[src/rtl/prio_encoder_rr_if.sv]
// Request/grant bundle between event sources, the encoder and its single consumer.
interface prio_encoder_rr_if #(
   parameter int unsigned N     = 8,
   parameter int unsigned IDX_W = 3
);
   logic             ei;
   logic [N-1:0]     req;
   logic [IDX_W-1:0] y;
   logic             valid;
   logic             ready;
   logic             gs;
   logic             eo;
   logic [N-1:0]     pend;

   modport master (
      output ei, req, ready,
      input  y, valid, gs, eo, pend
   );

   modport slave (
      input  ei, req, ready,
      output y, valid, gs, eo, pend
   );
endinterface

[src/rtl/prio_encoder_rr.sv]
// Registered N-to-log2(N) priority encoder with a pending-request latch,
// optional round-robin arbitration and a valid/ready grant handshake.
module prio_encoder_rr #(
   parameter int unsigned N       = 8,
   parameter int unsigned IDX_W   = 3,
   parameter int unsigned RR_MODE = 0
) (
   input logic             clk,
   input logic             rst,
   prio_encoder_rr_if.slave bus
);
   localparam logic [IDX_W-1:0] TOP_IDX = IDX_W'(N - 1);

   logic [N-1:0]     pend_q;
   logic [IDX_W-1:0] y_q;
   logic [IDX_W-1:0] ptr_q;
   logic             valid_q;

   logic [N-1:0]     cand;
   logic [N-1:0]     grant_mask;
   logic [IDX_W-1:0] sel;
   logic             load;

   // Requests only join the candidate set while the encoder is enabled.
   always_comb begin
      cand = pend_q | (bus.ei ? bus.req : '0);
      load = bus.ei & (|cand) & (~valid_q | bus.ready);
   end

   // Winner selection: highest index, or first set bit walking down from ptr with wrap.
   always_comb begin
      logic found;
      int   j;
      sel   = '0;
      found = 1'b0;
      j     = 0;
      if (RR_MODE != 0) begin
         for (int i = 0; i < int'(N); i++) begin
            j = int'(ptr_q) - i;
            if (j < 0) j = j + int'(N);
            if (!found && cand[IDX_W'(j)]) begin
               sel   = IDX_W'(j);
               found = 1'b1;
            end
         end
      end else begin
         for (int i = 0; i < int'(N); i++) begin
            if (cand[IDX_W'(i)]) sel = IDX_W'(i);
         end
      end
      grant_mask = {{(N-1){1'b0}}, 1'b1} << sel;
   end

   // A request on the bit granted this cycle is absorbed by clearing it from cand.
   always_ff @(posedge clk) begin
      if (rst) begin
         pend_q  <= '0;
         y_q     <= '0;
         valid_q <= 1'b0;
         ptr_q   <= TOP_IDX;
      end else if (load) begin
         y_q     <= sel;
         valid_q <= 1'b1;
         pend_q  <= cand & ~grant_mask;
         if (RR_MODE != 0) begin
            ptr_q <= (sel == '0) ? TOP_IDX : sel - IDX_W'(1);
         end
      end else begin
         pend_q <= cand;
         if (valid_q & bus.ready) valid_q <= 1'b0;
      end
   end

   assign bus.y     = y_q;
   assign bus.valid = valid_q;
   assign bus.gs    = valid_q;
   assign bus.pend  = pend_q;
   assign bus.eo    = bus.ei & ~valid_q & ~(|pend_q) & ~(|bus.req);
endmodule

[src/flat_wrapper.sv]
// flat-port wrapper written by rule: the top's interface ports become plain ports
module prio_encoder_rr_flat 
#(
   parameter int unsigned N       = 8,
   parameter int unsigned IDX_W   = 3,
   parameter int unsigned RR_MODE = 0
)
  (clk, rst, bus_ei, bus_req, bus_ready, bus_y, bus_valid, bus_gs, bus_eo, bus_pend);
  prio_encoder_rr_if #(.N(N), .IDX_W(IDX_W)) bus_i ();
  input logic clk;
  input logic rst;
  input wire logic [$bits(bus_i.ei)-1:0] bus_ei;
  input wire logic [$bits(bus_i.req)-1:0] bus_req;
  input wire logic [$bits(bus_i.ready)-1:0] bus_ready;
  output wire logic [$bits(bus_i.y)-1:0] bus_y;
  output wire logic [$bits(bus_i.valid)-1:0] bus_valid;
  output wire logic [$bits(bus_i.gs)-1:0] bus_gs;
  output wire logic [$bits(bus_i.eo)-1:0] bus_eo;
  output wire logic [$bits(bus_i.pend)-1:0] bus_pend;
  assign bus_i.ei = bus_ei;
  assign bus_i.req = bus_req;
  assign bus_i.ready = bus_ready;
  assign bus_y = bus_i.y;
  assign bus_valid = bus_i.valid;
  assign bus_gs = bus_i.gs;
  assign bus_eo = bus_i.eo;
  assign bus_pend = bus_i.pend;
  prio_encoder_rr #(.N(N), .IDX_W(IDX_W), .RR_MODE(RR_MODE)) u_core (.clk(clk), .rst(rst), .bus(bus_i));
endmodule
[config.mk]
export PLATFORM = sky130hd
export DESIGN_NAME = prio_encoder_rr_flat
export DESIGN_NICKNAME = d
export VERILOG_FILES = /design/src/rtl/prio_encoder_rr_if.sv /design/src/rtl/prio_encoder_rr.sv /design/src/flat_wrapper.sv
export SDC_FILE = /design/constraint.sdc
export NUM_CORES = 1
export LEC_CHECK = 0
export BUFFER_PORTS_ARGS = -buffer_cell sky130_fd_sc_hd__buf_2
export CAP_MARGIN = 20
export CORE_ASPECT_RATIO = 0.9
export CORE_MARGIN = 1
export CORE_UTILIZATION = 35
export CTS_BUF_LIST = sky130_fd_sc_hd__clkbuf_4 sky130_fd_sc_hd__clkbuf_8
export DETAILED_ROUTE_END_ITERATION = 10
export GPL_TIMING_DRIVEN = 0
export HOLD_SLACK_MARGIN = 0.06
export PLACE_DENSITY = 0.67
export SKIP_LAST_GASP = 1
export SYNTH_ARGS = -nofsm -noshare
export SYNTH_HDL_FRONTEND = slang
export SYNTH_SLANG_ARGS = --single-unit
[constraint.sdc]
create_clock -name clk -period 3 [get_ports clk]
set_clock_uncertainty 0.05 [all_clocks]
set_input_delay 0.6 -clock clk [delete_from_list [all_inputs] [get_ports clk]]
set_output_delay 0.6 -clock clk [all_outputs]
set_load 0.005 [all_outputs]
== Word level (Yosys, flattened, before mapping) ==
Cells that the tools add are included.

* Shift-type cells: 1
* Mux-type cells: 7
* Bitwise operators: 13
* Reduce and logical (&&, ||, !) cells: 4

{| class="wikitable"
|+ Operators with widths
! operator !! number
|-
| 8-bit OR reduction || 3
|-
| 8-bit 2-to-1 mux || 2
|-
| 8-bit AND || 1
|-
| 8-bit NOT || 1
|-
| 8-bit bitwise OR || 1
|-
| 1-bit by 2-bit << shifter with 8-bit output (first input constant) || 1
|-
| 1-bit AND || 6
|-
| 2-bit 2-to-1 mux || 2
|-
| 1-bit 2-to-1 mux || 3
|-
| 1-bit NOT || 3
|-
| 2-bit nonzero test || 1
|-
| 1-bit bitwise OR || 1
|}

* Flip-flop bits (word level): 12
* Bits of input ports: 12
* Output and inout port bits: 14
* Logic and storage cells: 28

== Longest topological paths before layout ==
* Depth after elaboration: 9
* Depth in mapped cells: 5
* Gate-level depth less buffers: 4

== Worst setup path after synthesis ==
Ideal clock, no wire load.

* Kind: input port to output port
* Start point: input bus_ei
* End point: output bus_eo
* Arrival: 1.323 ns
* Data required time: 2.350 ns
* Slack: 1.027 ns
* Cell stages on the path: 3
* Path buffers: 1
* Cell sequence: buf_4 or4b_1 nor3_1

* Word-level cells in the longest chain between the ends: 3

{| class="wikitable"
|+ Ends and longest elaborated chain
! what !! RTL line !! RTL
|-
| from (decl) || flat_wrapper.sv:12 || <nowiki>input wire logic [$bits(bus_i.ei)-1:0] bus_ei;</nowiki>
|-
| 1-bit AND (3 in series) || prio_encoder_rr.sv:78 || <nowiki>assign bus.eo = bus.ei & ~valid_q & ~(|pend_q) & ~(|bus.req);</nowiki>
|-
| to (decl) || flat_wrapper.sv:18 || <nowiki>output wire logic [$bits(bus_i.eo)-1:0] bus_eo;</nowiki>
|}

Every way passes these cells.

== Worst setup path in the final report ==
Ends and elaborated chain as after synthesis.

==> impl_metrics.ini <==
[synthesis]
synth_cell_types = 24
yosysTopAreaCellShare = 0.4335
yosys_register_bits = 11
syn_area_um2 = 508.0
yosys-top-cells-count = a21oi_1, dfxtp_1, nor2_1
yosys_warnings = 0
yosysSeqAreaShare = 0.4335
synth_top_cell_by_area = dfxtp_1
synth_flop_cell = dfxtp_1
syn_inst = 57
synth-edff-count = 0
avgSynthCellArea_um2 = 8.912
async_flop_share = 0
synth_area_leaders = dfxtp_1, a21oi_1, buf_4, a211oi_4, nor2_1
syn_nets = 69

[cells_and_area]
design_area_um2 = 675.6
postLayoutCoreUtil = 0.5233
syn_to_final_growth_pct = 33.00
drive_gt1_frac = 0.4235
layout.nets = 98
n_antenna_cell = 0

[place]
post-dp-hpwl_um = 828.4
dpl_worst_slack_ns = 0.7556
portBuffers = 24
place_area_um2 = 645.6
place_congestion = 0.7316

[timing]
clock.fmax_mhz = 445.4
hold_violations = 0
fin_crit_sh = 0.7484
fin_setup_tns_ns = 0
setup_ws_ns = 0.7547
finalMaxSlewViolations = 0
grt_setup_unrepaired = false
timing.final.crit_period_ns = 2.245
setup_violations = 0

[worst_setup_path]
critical_path.most_common_cell = buf_2
worstSetupPathType = in -> out
crit_arrival_ns = 1.60
crit_path_cell_trace = buf_2, buf_4, or4b_1, nor3_1, buf_2
slowest_delay_ns = 0.43
cp.buffers_inverters = 3
cp_top_family = simple AND/OR/NAND/NOR gates
worstPathRequired_ns = 2.35
start_kind = input pin
cp_slowest_cell = or4b_1
end_kind = output port
worst-path-max-fanout = 10

[global_route]
grt_max_degree = 11
grt_usage = 0.1534
grt_pass1_wl_mm = 1.794
antenna_found_initial = 0
grt_overflow = 0
grt_pass1_vias = 423

[power]
finalPower_mw = 0.3319
powerDensity_mw_per_mm2 = 491.2
p_leak_nw = 0.3221
peakVddDrop_mv = 0.2623

[clocking]
cts_num_sinks = 11
cts_buffers = 3
root_buffer = clkbuf_4
cts_buffer_depth = 2
postCtsSetupBuffers = 0
hold_buffers = 0
cts_tree = yes
insertion_delay_ns = 0.26
ctsHtreeMaxLevel = 1
cts_resized = 0
clk_pin_slew_worst_paths_ns = 0.07

[routing]
num_vias = 490
drtPass1Iterations = 4
drt_iter0_markers = 8
finalWirelength_mm = 1.067
postRouteAntennaNets = 0
drc = 0
vias_per_cell = 4.949
wire_per_inst_um = 10.78

[floorplan]
dieHeight_um = 38.14
die_area_mm2 = 0.001608
row_count = 12
start_util = 0.3934
die_w_um = 42.16
coreArea_mm2 = 0.001291
io-pin-count = 26

[worst_hold_path]
hp-class = reg -> reg

[job]
cap_violations = 0

[status]
outcome = completed
worst paths after layout:
kind | start | endpoint | cells past startpoint | slack [ns]
worst max register to register | u_core.bus.pend[5]$_SDFF_PP0_ | u_core.bus.y[0]$_SDFFE_PP0P_ | 4 | 1.42
worst min register to register | u_core.bus.y[1]$_SDFFE_PP0P_ | u_core.bus.y[1]$_SDFFE_PP0P_ | 2 | 0.41
worst max-delay path | bus_ei | bus_eo | 5 | 0.75
worst min-delay path | u_core.bus.y[1]$_SDFFE_PP0P_ | u_core.bus.y[1]$_SDFFE_PP0P_ | 2 | 0.41
report_power, final:
group | switching [mW] | leakage (nW) | internal [mW]
Sequential | 0.00798 | 0.0909 | 0.156
Combinational | 0.0289 | 0.213 | 0.0308
Clock | 0.0475 | 0.0184 | 0.0604
Total | 0.0845 | 0.322 | 0.247
registers in the layout, indices dropped and copies added (netlist names):
signal	flops
u_core.bus.y	2
u_core.bus.pend	8
u_core.bus.gs	1
placed cells by master (no fill, tap or decap), types with 2 or more instances in the layout:
| cell | synthesis | routed |
|---|---|---|
| nor3_1 | 2 | 2 |
| clkbuf_4 | 0 | 4 |
| nor2_1 | 5 | 5 |
| nand2b_1 | 2 | 2 |
| nor4_1 | 3 | 3 |
| buf_2 | 0 | 24 |
| nand2_1 | 3 | 3 |
| a211oi_1 | 2 | 2 |
| a21oi_1 | 11 | 11 |
| dfxtp_1 | 11 | 11 |
| buf_4 | 3 | 3 |
area by class of cell:
class / instances / area [um2]
plain buffers: 4 / 26.28
clock buffers: 4 / 30.03
fillers: 127 / 615.6
inverters: 1 / 3.754
multi-input cells: 41 / 257.7
flip-flops and latches: 11 / 220.2
well taps: 14 / 17.52
repair buffers: 24 / 120.1
cell families (layout without fill, tap and decap cells):
group                  count (synthesis)  in the layout  synth area share
buffers and inverters                  5             33           0.05910
AOI/OAI and AO/OA                     18             18            0.2537
other                                  1              1          0.007382
and+or+nand+nor                       21             21            0.2242
DFF                                   11             11            0.4335
muxes                                  1              1           0.02217
worst register-to-register path: cells and delay by family (launching register included):
family             cells  cell delay, ns
muxes                  1            0.32
and+or+nand+nor        2            0.62
DFF                    1            0.32
AOI/OAI and AO/OA      1            0.16
stage by stage:
stage               instances  hold slack [ns]
floorplan                  57           0.4088
global placement           95           0.3982
detailed placement         95           0.4093
CTS                        99           0.4148
global route               99           0.4233
finish                     99           0.4102
metal layers:
layer	vias up	wire length, um	GRT usage	part of all wire
met3	0	73	0.04245	0.068
met5	-	0	0	0
met1	208	572	0.2151	0.54
met2	20	422	0.2188	0.40
li1	262	-	-	-
met4	0	0	0.07031	0
(Power assumes the default switching activity.)
